--- config.mk ---
export PLATFORM = sky130hd
export DESIGN_NAME = res_mem_drain_flat
export DESIGN_NICKNAME = d
export VERILOG_FILES = /design/src/rtl/res_drain_pkg.sv /design/src/rtl/res_mem_drain_if.sv /design/src/rtl/res_mem_drain_skid_fifo.sv /design/src/rtl/res_mem_drain.sv /design/src/flat_wrapper.sv
export SDC_FILE = /design/constraint.sdc
export NUM_CORES = 1
export LEC_CHECK = 0
export ABC_CLOCK_PERIOD_IN_PS = 2700
export CORE_MARGIN = 3
export CORE_UTILIZATION = 45
export CTS_CLUSTER_DIAMETER = 100
export DETAILED_ROUTE_END_ITERATION = 8
export GPL_TIMING_DRIVEN = 0
export HOLD_SLACK_MARGIN = 0.02
export PLACE_DENSITY = 0.75
export SYNTH_ARGS = -nofsm -noshare
export SYNTH_HDL_FRONTEND = slang
export SYNTH_SLANG_ARGS = --single-unit
--- constraint.sdc ---
create_clock -name clk -period 2.7 [get_ports clk]
set_clock_uncertainty 0.1 [all_clocks]
set_input_delay 0.54 -clock clk [delete_from_list [all_inputs] [get_ports clk]]
set_output_delay 0.54 -clock clk [all_outputs]
set_load 0.01 [all_outputs]
--- src/rtl/res_drain_pkg.sv ---
// Shared types and default constants for the result-memory drain block.
//   state_t     : drain controller states
//   DATA_W      : default result word width
//   ADDR_W      : default result-memory address width
//   SKID_DEPTH  : entries in the output skid buffer (covers 1-cycle read latency)
package res_drain_pkg;

  localparam int DATA_W     = 16;
  localparam int ADDR_W     = 4;
  localparam int SKID_DEPTH = 2;

  typedef enum logic [1:0] {
    IDLE = 2'd0,
    RUN  = 2'd1,
    FIN  = 2'd2
  } state_t;

endpackage

--- src/rtl/res_mem_drain_if.sv ---
// Valid/ready stream carrying drained result words.
//   outValidOut : word valid (source -> sink)
//   outReadyIn  : sink ready (sink -> source)
//   outDataOut  : result word
//   outIdxOut   : result-memory index the word was read from
//   outLastOut  : marks the final word of a drain
// master = drain side, slave = consumer side.
interface res_mem_drain_if #(
  parameter int DATA_W = 16,
  parameter int ADDR_W = 4
);
  logic              outValidOut;
  logic              outReadyIn;
  logic [DATA_W-1:0] outDataOut;
  logic [ADDR_W-1:0] outIdxOut;
  logic              outLastOut;

  modport master (
    output outValidOut, outDataOut, outIdxOut, outLastOut,
    input  outReadyIn
  );

  modport slave (
    input  outValidOut, outDataOut, outIdxOut, outLastOut,
    output outReadyIn
  );
endinterface

--- src/rtl/res_mem_drain_skid_fifo.sv ---
// drain_skid_fifo: 2-entry FIFO absorbing words already in flight from the
// result memory when the sink stalls.
//   clk, rst   : clock, synchronous active-high reset (flushes pointers/count)
//   push/push_data : write one entry
//   pop        : remove head entry (caller guarantees count != 0)
//   count      : current occupancy 0..2
//   head_data  : payload at the head, meaningful only while count != 0
module drain_skid_fifo
  import res_drain_pkg::*;
#(
  parameter int W = 21
) (
  input  logic         clk,
  input  logic         rst,
  input  logic         push,
  input  logic [W-1:0] push_data,
  input  logic         pop,
  output logic [1:0]   count,
  output logic [W-1:0] head_data
);

  logic [W-1:0] mem_reg [SKID_DEPTH];
  logic         wr_ptr_reg;
  logic         rd_ptr_reg;
  logic [1:0]   count_reg;

  // Storage needs no reset; validity is tracked by count_reg alone.
  for (genvar gi = 0; gi < SKID_DEPTH; gi++) begin : g_entry
    always_ff @(posedge clk) begin
      if (push && (wr_ptr_reg == 1'(gi))) begin
        mem_reg[gi] <= push_data;
      end
    end
  end

  always_ff @(posedge clk) begin
    if (rst) begin
      wr_ptr_reg <= 1'b0;
      rd_ptr_reg <= 1'b0;
      count_reg  <= 2'd0;
    end else begin
      if (push) wr_ptr_reg <= ~wr_ptr_reg;
      if (pop)  rd_ptr_reg <= ~rd_ptr_reg;
      count_reg <= count_reg + 2'(push) - 2'(pop);
    end
  end

  assign count     = count_reg;
  assign head_data = mem_reg[rd_ptr_reg];

endmodule

--- src/rtl/res_mem_drain.sv ---
// res_mem_drain: after a computation, reads DEPTH words from the PE array's
// result memory and streams them out in address order. Reads are throttled so
// that buffered + in-flight words never exceed the skid depth, which keeps
// 1 word/cycle under continuous ready while tolerating arbitrary stalls.
//   clk, rst      : clock, synchronous active-high reset
//   startIn       : start pulse, accepted only in IDLE
//   memRdEnOut    : result-memory read enable
//   memRdAddrOut  : result-memory read address
//   memRdDataIn   : read data, valid the cycle after memRdEnOut
//   stream        : output word stream (res_mem_drain_if.master)
//   busyOut       : drain in progress
//   doneOut       : 1-cycle pulse after the last transfer
//   checksumOut   : running sum of transferred words (only with
//                   RES_DRAIN_CHECKSUM_EN defined)
module res_mem_drain #(
  parameter int N      = 4,
  parameter int DEPTH  = N * N,
  parameter int DATA_W = res_drain_pkg::DATA_W,
  parameter int ADDR_W = res_drain_pkg::ADDR_W
) (
  input  logic               clk,
  input  logic               rst,
  input  logic               startIn,
  output logic               memRdEnOut,
  output logic [ADDR_W-1:0]  memRdAddrOut,
  input  logic [DATA_W-1:0]  memRdDataIn,
  res_mem_drain_if.master    stream,
  output logic               busyOut,
  output logic               doneOut
`ifdef RES_DRAIN_CHECKSUM_EN
  ,
  output logic [DATA_W-1:0]  checksumOut
`endif
);
  import res_drain_pkg::*;

  localparam int W = 1 + ADDR_W + DATA_W;
  localparam logic [ADDR_W:0]   DEPTH_C  = (ADDR_W + 1)'(DEPTH);
  localparam logic [ADDR_W-1:0] LAST_IDX = ADDR_W'(DEPTH - 1);

  state_t            state_reg;
  logic [ADDR_W:0]   issue_cnt_reg;     // one extra bit so DEPTH itself is representable
  logic              inflight_reg;
  logic [ADDR_W-1:0] inflight_idx_reg;

  logic [1:0]        fifo_count;
  logic [W-1:0]      head_data;
  logic              head_valid;
  logic              head_last;
  logic              pop;
  logic              rd_en;
  logic [2:0]        occ_after_pop;

  assign head_valid = (fifo_count != 2'd0);
  assign head_last  = head_data[W-1];
  assign pop        = head_valid && stream.outReadyIn;

  // Occupancy the buffer would reach if nothing new were issued this cycle;
  // issuing only below SKID_DEPTH guarantees the returning word has a slot.
  assign occ_after_pop = 3'(fifo_count) + 3'(inflight_reg) - 3'(pop);
  assign rd_en = (state_reg == RUN) && (issue_cnt_reg < DEPTH_C) &&
                 (occ_after_pop < 3'(SKID_DEPTH));

  always_ff @(posedge clk) begin
    if (rst) begin
      state_reg        <= IDLE;
      issue_cnt_reg    <= '0;
      inflight_reg     <= 1'b0;
      inflight_idx_reg <= '0;
    end else begin
      inflight_reg <= rd_en;
      if (rd_en) begin
        inflight_idx_reg <= issue_cnt_reg[ADDR_W-1:0];
        issue_cnt_reg    <= issue_cnt_reg + 1'b1;
      end
      case (state_reg)
        IDLE: begin
          if (startIn) begin
            state_reg     <= RUN;
            issue_cnt_reg <= '0;
          end
        end
        RUN: begin
          if (pop && head_last) state_reg <= FIN;
        end
        FIN:     state_reg <= IDLE;
        default: state_reg <= IDLE;
      endcase
    end
  end

  // Return path: data arrives one cycle after issue and is tagged with the
  // address it came from. A reset clears inflight_reg, discarding stale data.
  drain_skid_fifo #(.W(W)) u_skid (
    .clk       (clk),
    .rst       (rst),
    .push      (inflight_reg),
    .push_data ({(inflight_idx_reg == LAST_IDX), inflight_idx_reg, memRdDataIn}),
    .pop       (pop),
    .count     (fifo_count),
    .head_data (head_data)
  );

  assign memRdEnOut   = rd_en;
  assign memRdAddrOut = rd_en ? issue_cnt_reg[ADDR_W-1:0] : '0;

  // Payload outputs are forced to zero when empty so a flushed buffer shows
  // nothing; while valid they come straight from the (stable) head entry.
  assign stream.outValidOut = head_valid;
  assign stream.outDataOut  = head_valid ? head_data[DATA_W-1:0] : '0;
  assign stream.outIdxOut   = head_valid ? head_data[DATA_W +: ADDR_W] : '0;
  assign stream.outLastOut  = head_valid && head_last;

  assign busyOut = (state_reg == RUN);
  assign doneOut = (state_reg == FIN);

`ifdef RES_DRAIN_CHECKSUM_EN
  logic [DATA_W-1:0] checksum_reg;

  always_ff @(posedge clk) begin
    if (rst) begin
      checksum_reg <= '0;
    end else if ((state_reg == IDLE) && startIn) begin
      checksum_reg <= '0;
    end else if (pop) begin
      checksum_reg <= checksum_reg + head_data[DATA_W-1:0];
    end
  end

  assign checksumOut = checksum_reg;
`endif

endmodule

--- src/flat_wrapper.sv ---
// flat-port wrapper written by rule: the top's interface ports become plain ports
module res_mem_drain_flat import res_drain_pkg::*;
#(
  parameter int N      = 4,
  parameter int DEPTH  = N * N,
  parameter int DATA_W = res_drain_pkg::DATA_W,
  parameter int ADDR_W = res_drain_pkg::ADDR_W
)
  (clk, rst, startIn, memRdEnOut, memRdAddrOut, memRdDataIn, busyOut, doneOut, stream_outValidOut, stream_outDataOut, stream_outIdxOut, stream_outLastOut, stream_outReadyIn);
  res_mem_drain_if #(.DATA_W(DATA_W), .ADDR_W(ADDR_W)) stream_i ();
  input  logic clk;
  input  logic rst;
  input  logic startIn;
  output logic memRdEnOut;
  output logic [ADDR_W-1:0] memRdAddrOut;
  input  logic [DATA_W-1:0] memRdDataIn;
  output logic busyOut;
  output logic doneOut;
  output wire logic [$bits(stream_i.outValidOut)-1:0] stream_outValidOut;
  output wire logic [$bits(stream_i.outDataOut)-1:0] stream_outDataOut;
  output wire logic [$bits(stream_i.outIdxOut)-1:0] stream_outIdxOut;
  output wire logic [$bits(stream_i.outLastOut)-1:0] stream_outLastOut;
  input wire logic [$bits(stream_i.outReadyIn)-1:0] stream_outReadyIn;
  assign stream_outValidOut = stream_i.outValidOut;
  assign stream_outDataOut = stream_i.outDataOut;
  assign stream_outIdxOut = stream_i.outIdxOut;
  assign stream_outLastOut = stream_i.outLastOut;
  assign stream_i.outReadyIn = stream_outReadyIn;
  res_mem_drain #(.N(N), .DEPTH(DEPTH), .DATA_W(DATA_W), .ADDR_W(ADDR_W)) u_core (.clk(clk), .rst(rst), .startIn(startIn), .memRdEnOut(memRdEnOut), .memRdAddrOut(memRdAddrOut), .memRdDataIn(memRdDataIn), .stream(stream_i), .busyOut(busyOut), .doneOut(doneOut));
endmodule
* Yosys cells after proc, flatten, opt, wreduce, memory -nomap -nowiden
Memory sizes are Yosys's and may differ from the RTL's. A register that Yosys moved wholly into a read port is not among the register bits.
Index checks and enable logic that the tools add are counted.
** Operators by class
- $add $sub $neg :: 5
- Mux-type cells :: 18
- Reduce and logical (&&, ||, !) cells :: 11
- Bitwise gates (word level) :: 2
- Magnitude comparators :: 2
- Eq/ne operators :: 5
** Operator list (number)
- $mux W21 :: 1
- $reduce_or A21 Y1 :: 1
- $mux W16 :: 1
- $mux W5 :: 3
- $mux W1 :: 8
- $mux W4 :: 2
- $logic_and A1 B1 Y1 :: 7
- $add A5 B1 Y5 const B :: 1
- $lt A5 B5 Y1 const B :: 1
- $eq A4 B4 Y1 const B :: 1
- $mux W2 :: 2
- $pmux W2 S2 :: 1
- $add A2 B1 Y3 :: 1
- $lt A3 B2 Y1 const B :: 1
- $sub A3 B1 Y3 :: 1
- $add A2 B1 Y2 :: 1
- $eq A2 B1 Y1 const B :: 1
- $eq A2 B2 Y1 const B :: 1
- $logic_not A2 Y1 :: 1
- $ne A2 B1 Y1 const B :: 1
- $ne A2 B2 Y1 const B :: 1
- $not A1 Y1 :: 2
- $reduce_and A2 Y1 :: 1
- $reduce_bool A2 Y1 :: 1
- $sub A2 B1 Y2 :: 1
** Storage, ports and cells
- RAM bits :: 42
- Bits of input ports :: 20
- Logic and storage cells :: 51
- Register bits :: 16
- Memories :: 1
- Output and inout port bits :: 29
** Memory list
- u_core.u_skid.mem_reg :: words 2, bits a word 21, read ports 1, clocked after Yosys merged registers in 1, wr ports 1, line res_mem_drain_skid_fifo.sv:22 : logic [W-1:0] mem_reg [SKID_DEPTH];

* Depth between registers and ports, before layout
- Depth after elaboration :: 8
- Gate-level depth with buffers :: 11
- Mapped depth without buffers :: 10

* Modules after synthesis
Synthesis repeated with hierarchy kept, for this count alone.
** Unflattened totals
- Cell total of the unflattened synthesis :: 177
- Area total of the unflattened synthesis :: 2542.4 µm²
** Modules (own cells, without submodules)
- drain_skid_fifo :: instances 1, seq. area each 1361.3 µm², cells an instance 84, area an instance 1801.7 µm²
- res_mem_drain :: instances 1, seq. area each 240.2 µm², cells an instance 93, area an instance 740.7 µm²

* Least setup slack after synthesis
No wires, ideal clock.
- Kind :: input to output
- Start point :: in stream_outReadyIn
- End point :: out memRdEnOut
- Path slack :: -0.213 ns
- Required time :: 2.060 ns
- Path buffers :: 1
- Stages :: 10
- Arrival time :: 2.273 ns
- Path through :: o21ai_1 > inv_1 > ha_1 > inv_1 > ha_1 > inv_1 > fa_1 > nand4bb_1 > clkbuf_1 > nor2_1
** Between the ends
- Word-level cells in the longest chain between the ends :: 4
** Ends and longest elaborated chain
- start: declaration :: line flat_wrapper.sv:23 : input wire logic [$bits(stream_i.outReadyIn)-1:0] stream_outReadyIn;
- $logic_and A1 B1 Y1 :: line res_mem_drain.sv:56 : assign pop = head_valid && stream.outReadyIn;
- net u_core.pop :: line res_mem_drain.sv:50 : logic pop;
- $sub A3 B1 Y3 :: line res_mem_drain.sv:60 : assign occ_after_pop = 3'(fifo_count) + 3'(inflight_reg) - 3'(pop);
- $lt A3 B2 Y1 :: line res_mem_drain.sv:62 : (occ_after_pop < 3'(SKID_DEPTH));
- $logic_and A1 B1 Y1 :: line res_mem_drain.sv:61 : assign rd_en = (state_reg == RUN) && (issue_cnt_reg < DEPTH_C) &&
- end: declaration :: line flat_wrapper.sv:14 : output logic memRdEnOut;
The timed path passes the listed nets, and every way through them passes these cells.

* Worst setup path in the final report
- Start point :: reg u_core.u_skid.count_reg[1] (netlist: u_core.u_skid.count[1])
- End point :: out memRdAddrOut[2]
** Between the ends
- Word-level cells in the longest chain between the ends :: 6
- Elaborated cells on any way between the ends :: 7
- Those cells by class :: add/sub (2); order compare (1); mux (1); reduce/logical (3)
** Ends and longest elaborated chain
- start: declaration :: line res_mem_drain_skid_fifo.sv:25 : logic [1:0] count_reg;
- start signal: assignment :: line res_mem_drain_skid_fifo.sv:44 : count_reg <= count_reg + 2'(push) - 2'(pop);
- $reduce_bool A2 Y1 :: line res_mem_drain.sv:54 : assign head_valid = (fifo_count != 2'd0);
- $logic_and A1 B1 Y1 :: line res_mem_drain.sv:56
- net u_core.pop :: line res_mem_drain.sv:50
- $sub A3 B1 Y3 :: line res_mem_drain.sv:60
- $lt A3 B2 Y1 :: line res_mem_drain.sv:62
- $logic_and A1 B1 Y1 :: line res_mem_drain.sv:61
- $mux W4 :: line res_mem_drain.sv:105 : assign memRdAddrOut = rd_en ? issue_cnt_reg[ADDR_W-1:0] : '0;
- end: declaration :: line flat_wrapper.sv:15 : output logic [ADDR_W-1:0] memRdAddrOut;
The timed path passes the listed nets, and every way through them passes these cells.

==> flow_summary.yaml <==
grt:
  grt_pass1_wl_mm: 7.69
  grt_max_degree: 22
  antenna_found_initial: 0
  first_global_vias: 1620
  grt_usage_pct: 16.7
  grt-ovfl-total: 0
power:
  p_int_uw: 2320
  combPwrFrac_pct: 45.4
  power_frac_clock_pct: 21.8
  ir_drop_v: 0.000656
  power_leakage_uw: 0.00117
  seqPwrFrac_pct: 32.8
  total_power_uw: 3540
  power_switching_uw: 1220
  swShare_pct: 34.5
  powerDensity_nw_per_um2: 1040
timing:
  rsz0062_at_grt: "yes"
  slew_violations: 0
  worstMarginPinSlew_ns: 0.970
  post-route-min-period_ns: 3.22
  max_slew_margin_pct: 35.3
  tns_ns: -2.49
  setup_viol: 6
  fin_ws_ns: -0.521
  finalHoldViolCount: 0
  fmax_mhz: 310
  period_share_pct: 119
detailed_routing:
  firstDrtPassIters: 4
  drt-initial-drc-count: 50
  routed_via_density: 4.94
  vias: 1582
  wl_per_cell_um: 14.9
  drc: 0
  antenna_left: 0
  postRouteWirelength_mm: 4.76
clock_network:
  cts_max_level: 3
  clk_pin_slew_ns: 0.07
  tritoncts: "built"
  cts_root_buf: "clkbuf_8"
  clock-sinks: 59
  cts_hold_buffers: 0
  cts_buffer_depth: 2
  clk_latency_ns: 0.32
  cts-buffers-inserted: 9
final_layout:
  drive_gt1_share_pct: 25.7
  largest_reg_flops: 42
  area_delta_synth_final_pct: 45.6
  multi_input_area_um2: 826
  num_antenna_cells: 0
  seqCellArea_um2: 1610
  nets: 272
  fill_cells: 343
placement:
  finalWeightedCongestion: 0.794
  port_buffers: 48
  hpwl_mm: 3.03
floorplan:
  pin_count: 49
  fp.coreArea_um2: 4880
  die_w_um: 78.1
  start_util_pct: 47.9
  die_h_um: 78.1
  die-area_um2: 6090
  row_count: 25
outcome:
  violations: "negative setup slack"
  status: "finished with violations"
critical_path:
  worst-endpoint-arrival_ns: 2.58
  crit_type: "flop to output port"
  cp_data_required_time_ns: 2.06
  crit_path_end_kind: "output port"
  startpoint_type: "flop"
  path_max_fanout: 3
logic_synthesis:
  yosys_warnings: 0
  yosys.area_share.simple_pct: 10.7
  synth_fa_ha_area_share_pct: 2.46
  syn-num-nets: 201
  ys_types: 29
  avgSynthCellArea_um2: 13.2
  synth_area_um2: 2340
  synth.area.mux_share_pct: 8.99
  yosys_register_bits: 59
  synth_xor_area_share_pct: 1.50
  ys_seq_area_share_pct: 68.5
  synth_top_family_by_area: "simple AND/OR/NAND/NOR gates"
  syn_inst: 177
  synth_compound_area_share_pct: 4.82
hold_path:
  hold_class: "flop to flop"
run:
  maxCapViolations: 0
==> synthesized netlist by cell type <==
master,count,share of area (%)
o21ai_0,6,1.3
o31ai_1,2,0.64
nand3_1,6,1.3
nor2b_1,3,0.80
or3_1,1,0.27
clkbuf_1,5,0.80
nor3_1,1,0.21
nand4bb_1,1,0.48
xor2_1,2,0.75
nor4b_1,1,0.37
buf_2,3,0.64
dfxtp_1,17,15
and4bb_2,1,0.54
fa_1,1,0.86
and4_1,1,0.37
and3_1,1,0.27
or4_1,2,0.64
o21ai_1,1,0.21
inv_1,10,1.6
a21oi_1,8,1.7
ha_1,3,1.6
a2111oi_0,1,0.37
a21o_1,1,0.32
a31oi_1,1,0.27
xnor2_1,2,0.75
and2_1,1,0.27
edfxtp_1,42,54
nor2_1,32,5.1
mux2i_1,21,9.0
==> power groups by stage <==
stage	Combinational [uW]	Clock, uW	Sequential, uW
global route	1730	816	1170
CTS	1510	783	1160
global placement	1200	0	1180
floorplan	691	0	1170
detailed placement	1230	0	1180
finish	1610	770	1160
==> final cells by class <==
class / instances / share of cell area (%)
buffer: 8 / 1.66
timing repair buffer: 60 / 17.5
clock buffer: 10 / 3.75
tap: 67 / 2.46
inverter: 10 / 1.10
clock inverter: 6 / 1.95
multi-input combinational: 100 / 24.3
sequential: 59 / 47.3
==> cell families (layout without fill, tap and decap cells) <==
family	count (synthesis)	count (layout)
buffers and inverters	18	94
AND/OR/NAND/NOR	51	51
flip-flops	59	59
adder cells (fa/ha/maj)	4	4
AO/OA/AOI/OAI	20	20
multiplexers	21	21
XOR/XNOR	4	4
==> worst paths after layout <==
kind                                                 from                                     end  slack [ns]  cells after the start
setup / recovery        u_core.u_skid.count[1]$_SDFF_PP0_                         memRdAddrOut[2]       -0.52                     12
hold / removal    u_core.inflight_idx_reg[3]$_SDFFE_PP0P_  u_core.u_skid.mem_reg[0][19]$_DFFE_PP_        0.38                      0
setup reg to reg        u_core.u_skid.count[1]$_SDFF_PP0_      u_core.issue_cnt_reg[2]$_SDFF_PP0_       -0.02                     11
hold reg to reg   u_core.inflight_idx_reg[3]$_SDFFE_PP0P_  u_core.u_skid.mem_reg[0][19]$_DFFE_PP_        0.38                      0
==> layout by cell type (no fill, tap or decap), drive strengths merged, types with 2 or more instances in the layout <==
cell type      count
buf               19
nor2b              3
dfxtp             17
clkdlybuf4s50     42
inv               10
edfxtp            42
xnor2              2
xor2               2
nand3              6
o31ai              2
mux2i             21
or4                2
ha                 3
a21oi              8
clkbuf            16
clkinvlp           3
o21ai              7
nor2              32
clkinv             2
==> worst max-delay path, cell delays in order (launching register included) <==
cell and delay [ns]:
dfxtp_4 0.36, o21ai_4 0.16, inv_2 0.06, ha_4 0.21
inv_2 0.06, ha_4 0.12, inv_2 0.04, fa_2 0.61
and4bb_4 0.29, buf_6 0.10, nand3_2 0.09, inv_2 0.07
buf_6 0.09
==> repair_timing <==
action                     4_1_cts  5_1_grt
setup buffers                   15        1
setup endpoints to repair       33       30
resized for setup               52       19
pin swaps                        8        5
==> per-stage QoR <==
stage | utilization [%] | hold WS, ns | cells | instance area [um^2] | setup WS [ns]
after detailed placement | 60.4 | 0.362 | 293 | 2950 | -1.21
final | 69.7 | 0.377 | 320 | 3400 | -0.521
after global routing | 69.7 | 0.404 | 320 | 3400 | -0.602
after global placement | 60.0 | 0.355 | 292 | 2930 | -1.19
after floorplan | - | 0.333 | 177 | 2360 | -0.0697
after CTS | 68.4 | 0.378 | 321 | 3340 | -0.538
==> per-layer routing <==
| metal | track usage, % | up-vias | wire length, um |
|---|---|---|---|
| met3 | 5.28 | 12 | 183 |
| met4 | 6.47 | 0 | 127 |
| met1 | 20.0 | 750 | 1980 |
| met2 | 28.1 | 39 | 2470 |
| li1 | - | 781 | - |
| met5 | 0 | - | 0 |
No activity file was read; power rests on OpenSTA's default activity.
